--- config.mk ---
export PLATFORM = sky130hd
export DESIGN_NAME = conv_acc_sequencer
export DESIGN_NICKNAME = d
export VERILOG_FILES = /design/src/rtl/conv_acc_sequencer.sv
export SDC_FILE = /design/constraint.sdc
export NUM_CORES = 1
export LEC_CHECK = 0
export CAP_MARGIN = 20
export CORE_ASPECT_RATIO = 1.2
export CORE_MARGIN = 5
export CORE_UTILIZATION = 35
export DETAILED_ROUTE_END_ITERATION = 8
export PLACE_DENSITY = 0.68
export SLEW_MARGIN = 20
export SYNTH_ARGS = -nofsm -noshare
export SYNTH_HDL_FRONTEND = slang
export SYNTH_SLANG_ARGS = --single-unit
--- constraint.sdc ---
create_clock -name clk -period 2.1 [get_ports clk]
set_input_delay 0.42 -clock clk [delete_from_list [all_inputs] [get_ports clk]]
set_output_delay 0.42 -clock clk [all_outputs]
set_load 0.03 [all_outputs]
--- src/rtl/conv_acc_sequencer.sv ---
`timescale 1ns/1ps
// -----------------------------------------------------------------------------
// conv_acc_sequencer
//
// Accumulation sequencer for the convolution accelerator's FP adder path.
// Products arrive one at a time on a valid/ready handshake. Each product is
// issued to an external floating-point adder as op_a, with the running
// partial sum of the current window as op_b. The adder result becomes the new
// partial sum. After TERMS products the window sum is held on out_data until
// downstream accepts it. No arithmetic is done here; data are opaque
// DATA_W-bit patterns (IEEE-754 single by default).
//
// Ports
//   clk               system clock, rising edge active
//   rst               asynchronous reset, active low
//   clear             synchronous flush of the current window (also clears err)
//   in_data/in_valid  incoming product, accepted when in_ready is high
//   in_ready          high only in IDLE
//   op_a/op_b         adder operands (product / running sum), held while waiting
//   add_valid         one-cycle issue strobe to the adder
//   add_result(_valid) adder sum, any latency of one cycle or more
//   out_data/out_valid completed window sum, held until out_ready
//   out_ready         downstream accepts out_data
//   term_count        products accumulated in the current window
//   busy              high in any state other than IDLE
//   err               sticky flag: adder result arrived when none was expected
// -----------------------------------------------------------------------------
module conv_acc_sequencer #(
  parameter int DATA_W = 32,
  parameter int TERMS  = 9,
  parameter int CNT_W  = $clog2(TERMS + 1)
) (
  input  logic              clk,
  input  logic              rst,
  input  logic              clear,
  input  logic [DATA_W-1:0] in_data,
  input  logic              in_valid,
  output logic              in_ready,
  output logic [DATA_W-1:0] op_a,
  output logic [DATA_W-1:0] op_b,
  output logic              add_valid,
  input  logic [DATA_W-1:0] add_result,
  input  logic              add_result_valid,
  output logic [DATA_W-1:0] out_data,
  output logic              out_valid,
  input  logic              out_ready,
  output logic [CNT_W-1:0]  term_count,
  output logic              busy,
  output logic              err
);

  typedef enum logic [1:0] {
    S_IDLE = 2'd0,
    S_WAIT = 2'd1,
    S_DONE = 2'd2
  } state_t;

  localparam logic [CNT_W-1:0] TERMS_C = CNT_W'(TERMS);

  state_t state_q, state_d;

  logic [DATA_W-1:0] acc_q, acc_d;
  logic [DATA_W-1:0] op_a_q, op_a_d;
  logic [DATA_W-1:0] op_b_q, op_b_d;
  logic [DATA_W-1:0] out_data_q, out_data_d;
  logic              add_valid_q, add_valid_d;
  logic              out_valid_q, out_valid_d;
  logic              err_q, err_d;
  logic              drop_q, drop_d;
  logic [CNT_W-1:0]  cnt_q, cnt_d;

  // Event decode. clear outranks every event, so each qualifies on !clear.
  logic             accept;
  logic             res_any;
  logic             res_take;
  logic             res_drop;
  logic             res_bad;
  logic             out_take;
  logic [CNT_W-1:0] cnt_inc;
  logic             last;

  always_comb begin
    accept   = (state_q == S_IDLE) && in_valid && !clear;
    res_any  = add_result_valid && !clear;
    // A pending drop swallows the next result wherever it lands, even in WAIT:
    // that result belongs to the flushed window, not the current one.
    res_take = res_any && (state_q == S_WAIT) && !drop_q;
    res_drop = res_any && drop_q;
    res_bad  = res_any && (state_q != S_WAIT) && !drop_q;
    out_take = (state_q == S_DONE) && out_ready && !clear;
    cnt_inc  = cnt_q + CNT_W'(1);
    last     = (cnt_inc == TERMS_C);
  end

  // FSM: state register
  always_ff @(posedge clk or negedge rst) begin
    if (!rst) begin
      state_q <= S_IDLE;
    end else begin
      state_q <= state_d;
    end
  end

  // FSM: next-state logic
  always_comb begin
    state_d = state_q;
    if (clear) begin
      state_d = S_IDLE;
    end else begin
      case (state_q)
        S_IDLE: if (in_valid) state_d = S_WAIT;
        S_WAIT: if (res_take) state_d = last ? S_DONE : S_IDLE;
        S_DONE: if (out_ready) state_d = S_IDLE;
        default: state_d = S_IDLE;
      endcase
    end
  end

  // FSM: outputs decoded from state
  always_comb begin
    in_ready = (state_q == S_IDLE);
    busy     = (state_q != S_IDLE);
  end

  // Control next-state
  always_comb begin
    add_valid_d = accept;
    out_valid_d = out_valid_q;
    err_d       = err_q;
    cnt_d       = cnt_q;
    drop_d      = drop_q;
    if (clear) begin
      out_valid_d = 1'b0;
      err_d       = 1'b0;
      cnt_d       = '0;
      // A result landing on the clear cycle is discarded with it, so only arm
      // the drop when the in-flight result is still outstanding.
      if ((state_q == S_WAIT) && !add_result_valid) begin
        drop_d = 1'b1;
      end else if (add_result_valid) begin
        drop_d = 1'b0;
      end
    end else begin
      if (res_drop) drop_d = 1'b0;
      if (res_bad)  err_d  = 1'b1;
      if (res_take) begin
        cnt_d = cnt_inc;
        if (last) out_valid_d = 1'b1;
      end
      if (out_take) begin
        out_valid_d = 1'b0;
        cnt_d       = '0;
      end
    end
  end

  // Data next-state
  always_comb begin
    acc_d      = acc_q;
    op_a_d     = op_a_q;
    op_b_d     = op_b_q;
    out_data_d = out_data_q;
    if (clear) begin
      acc_d = '0;
    end else if (res_take) begin
      acc_d = add_result;
    end else if (out_take) begin
      acc_d = '0;
    end
    if (accept) begin
      op_a_d = in_data;
      op_b_d = acc_q;
    end
    if (res_take && last) begin
      out_data_d = add_result;
    end
  end

  // Register stage: control and data
  always_ff @(posedge clk or negedge rst) begin
    if (!rst) begin
      add_valid_q <= 1'b0;
      out_valid_q <= 1'b0;
      err_q       <= 1'b0;
      drop_q      <= 1'b0;
      cnt_q       <= '0;
      acc_q       <= '0;
      op_a_q      <= '0;
      op_b_q      <= '0;
      out_data_q  <= '0;
    end else begin
      add_valid_q <= add_valid_d;
      out_valid_q <= out_valid_d;
      err_q       <= err_d;
      drop_q      <= drop_d;
      cnt_q       <= cnt_d;
      acc_q       <= acc_d;
      op_a_q      <= op_a_d;
      op_b_q      <= op_b_d;
      out_data_q  <= out_data_d;
    end
  end

  assign op_a       = op_a_q;
  assign op_b       = op_b_q;
  assign add_valid  = add_valid_q;
  assign out_data   = out_data_q;
  assign out_valid  = out_valid_q;
  assign term_count = cnt_q;
  assign err        = err_q;

endmodule

==> qor.csv <==
metric;value;unit
layout_setup_ws;0.09029;ns
cts.sinks;138;
min_to;acc_q[14]$_DFFE_PN0P_;
coreArea;0.01502;sq mm
drive_gt1_frac;0.2897;
dp_cells;707;
drv_slew;0;
syn_area;0.005349;sq mm
finalNetCount;595;
critical_path_required;1.68;ns
reg2reg_setup_slack;0.15;ns
cap_violations;0;
synth_nets;403;
routed_wl;13330;microns
status;complete, no violations;
filler_cell_count;1253;
grt_usage;0.1537;
final_cell_mix;clkdlybuf4s50_1 (171), dfrtp_1 (137), mux2_2 (68);
place.gp.congestion;0.7614;
worstSetupStartpointType;flip-flop;
cp_num_buf_inv;2;
grt_start_max_net_pins;56;
fmax;497.6;MHz
hold_class;flip-flop to flip-flop;
via_per_inst;4.754;
tightest_slew;0.5338;ns
worstHoldPathCells;1;
pre_cts_ws;-0.2353;ns
path_max_fanout;7;
ant_nets;0;
crit_family;flip-flops;
setup_viol;0;
finalInstanceArea;0.008044;sq mm
grt_overflow;0;
r2r_end;out_data[20]$_DFFE_PN0P_;
fp.dieW;122.9;microns
dp_hpwl;9473;microns
ys_seq_area_frac;0.6456;
irDropWorstVdd;0.4417;mV
power.density;884.7;mW/mm^2
io_buffers;174;
fin_skew;0.009362;ns
fp-row-count;49;
drc;0;
yosys_warnings;0;
clockBufferDepth;2;
die-area;0.01786;sq mm
numCtsBuffers;17;
start_util;0.3561;
crit_slowest_cell;dfrtp_1;
placed_cell_area;0.007457;sq mm
finalHoldViolations;0;
layout_commonest_cell;clkdlybuf4s50_1;
grt_pass1_vias;3925;
syn_to_final_growth;50.39;%
ys_types;32;
cts_root_buffer;clkbuf_16;
clk-insertion-delay-late;0.41;ns
antenna_found_initial;0;
finish.utilization;0.5355;
synthCells;331;
drt-wirelength-per-cell;18.03;microns
fin_cells;739;
clkTransAtPathRegs;0.06;ns
p_leak;3.689;nW
reg2reg_depth;6;
htreeDepth;4;
crit_path_end_kind;output port;
slowest_delay;0.46;ns
fin_crit;2.010;ns
drt-pass1-iter-count;4;
cp.arrival;1.59;ns
tritoncts;built;
yosys.area.top_type_share;0.6456;
grt_pass1_wl;21350;microns
r2r_start;term_count[0]$_DFFE_PN0P_;
first_iter_violations;112;
syn_area_per_cell;16.16;sq um
crit_type;flip-flop to output port;
die_y;145.4;microns
diodes;0;
ys_ff_latch;138;
post-route-period-util;0.9570;
ys_top_cells_by_area;dfrtp_1 (65%), mux2_2 (14%), mux2_4 (7.9%);
timing.slew.headroom;0.6442;
pin_count;175;
vias;3513;
yosys.area.top_type;dfrtp_1;
path_cells;or2_2, inv_1, clkdlybuf4s15_2;
rsz0062_at_grt;false;
min_from;acc_q[14]$_DFFE_PN0P_;
[metrics by stage]
stage / setup TNS (ns) / hold slack, ns / power (mW)
after detailed placement: -12.90 / 0.4242 / 4.276
final: 0 / 0.4921 / 7.117
after floorplan: 0 / 0.1244 / 3.602
after global placement: -13.89 / 0.4168 / 4.247
after CTS: 0 / 0.4953 / 7.214
after global routing: 0 / 0.5087 / 7.403
[state kept, by name, indices dropped and copies added (netlist names)]
signal / cells
acc_q: 32
add_valid: 1
drop_q: 1
err: 1
op_a: 32
op_b: 32
out_data: 32
out_valid: 1
state_q: 2
term_count: 4
[synth_stat cells]
cell         n
a2111oi_0    1
a21oi_1      4
a22o_1      32
a31oi_1      1
a32oi_4      1
and2_1       1
buf_1        3
buf_2        6
buf_4        1
buf_6        4
clkbuf_1     4
dfrtp_1    138
ha_1         2
inv_1        5
mux2_2      68
mux2_4      28
nand2_1      2
nand2b_1     2
nand3_1      2
nor2_1       8
nor2_8       1
nor2b_1      1
nor3_1       2
nor3_2       1
nor3b_1      3
nor4b_1      1
o21ai_0      1
o41ai_1      1
or2_2        3
or3b_4       1
xnor2_1      2
xor2_1       1
[cell type report]
type,instances,area [sq um],area share
repair buffers,191,1957,0.2433
flip-flops and latches,138,3455,0.4295
inverters,5,18.77,0.002333
well taps,204,255.2,0.03173
clock buffers,20,456.7,0.05677
multi-input cells,170,1779,0.2212
clock inverters,11,122.6,0.01524
[logic make-up (layout without fill, tap and decap cells)]
logic type,count (synthesis),count (layout),synth area share
XOR/XNOR,3,3,0.004913
AO/OA/AOI/OAI,41,41,0.06667
multiplexers,96,96,0.2218
flip-flops,138,138,0.6456
AND/OR/NAND/NOR,28,28,0.03252
adder cells (fa/ha/maj),2,2,0.004678
buffers and inverters,23,227,0.02386
[power by group]
group	leakage (nW)	switching, mW	total, mW	internal, mW
combinational	1.56	0.653	1.25	0.600
sequential	1.84	0.105	2.96	2.86
clock	0.286	1.10	2.90	1.80
total	3.69	1.86	7.12	5.26
[worst register-to-register path: stages (launching register included)]
cell and delay (ns):
dfrtp_2 0.44, ha_1 0.25, or2_2 0.29, o21ai_0 0.17, a32oi_4 0.13, buf_12 0.21, mux2_4 0.34
[timing repair]
item	4_1_cts	5_1_grt
resized for setup	4	3
hold endpoints to repair	53	0
setup buffers	0	0
setup endpoints to repair	2	4
hold buffers	1	0
[worst max path at each step]
stage,startpoint,end,slack (ns),cells after the start
final,state_q[1]$_DFFE_PN0P_,in_ready,0.09,3
after global routing,state_q[1]$_DFFE_PN0P_,in_ready,0.02,3
after CTS,state_q[1]$_DFFE_PN0P_,busy,0.04,2
after detailed placement,clear,out_data[12]$_DFFE_PN0P_,-0.24,6
after global placement,clear,out_data[13]$_DFFE_PN0P_,-0.22,6
after floorplan,term_count[0]$_DFFE_PN0P_,out_data[10]$_DFFE_PN0P_,0.13,6
[per-layer routing]
layer	vias to the layer above	wire length, microns	GRT usage
met3	20	943	0.05560
li1	1583	-	-
met5	-	0	0
met1	1791	5594	0.1877
met4	0	278	0.06611
met2	119	6509	0.2432
Power figures use the tool's default switching activity.
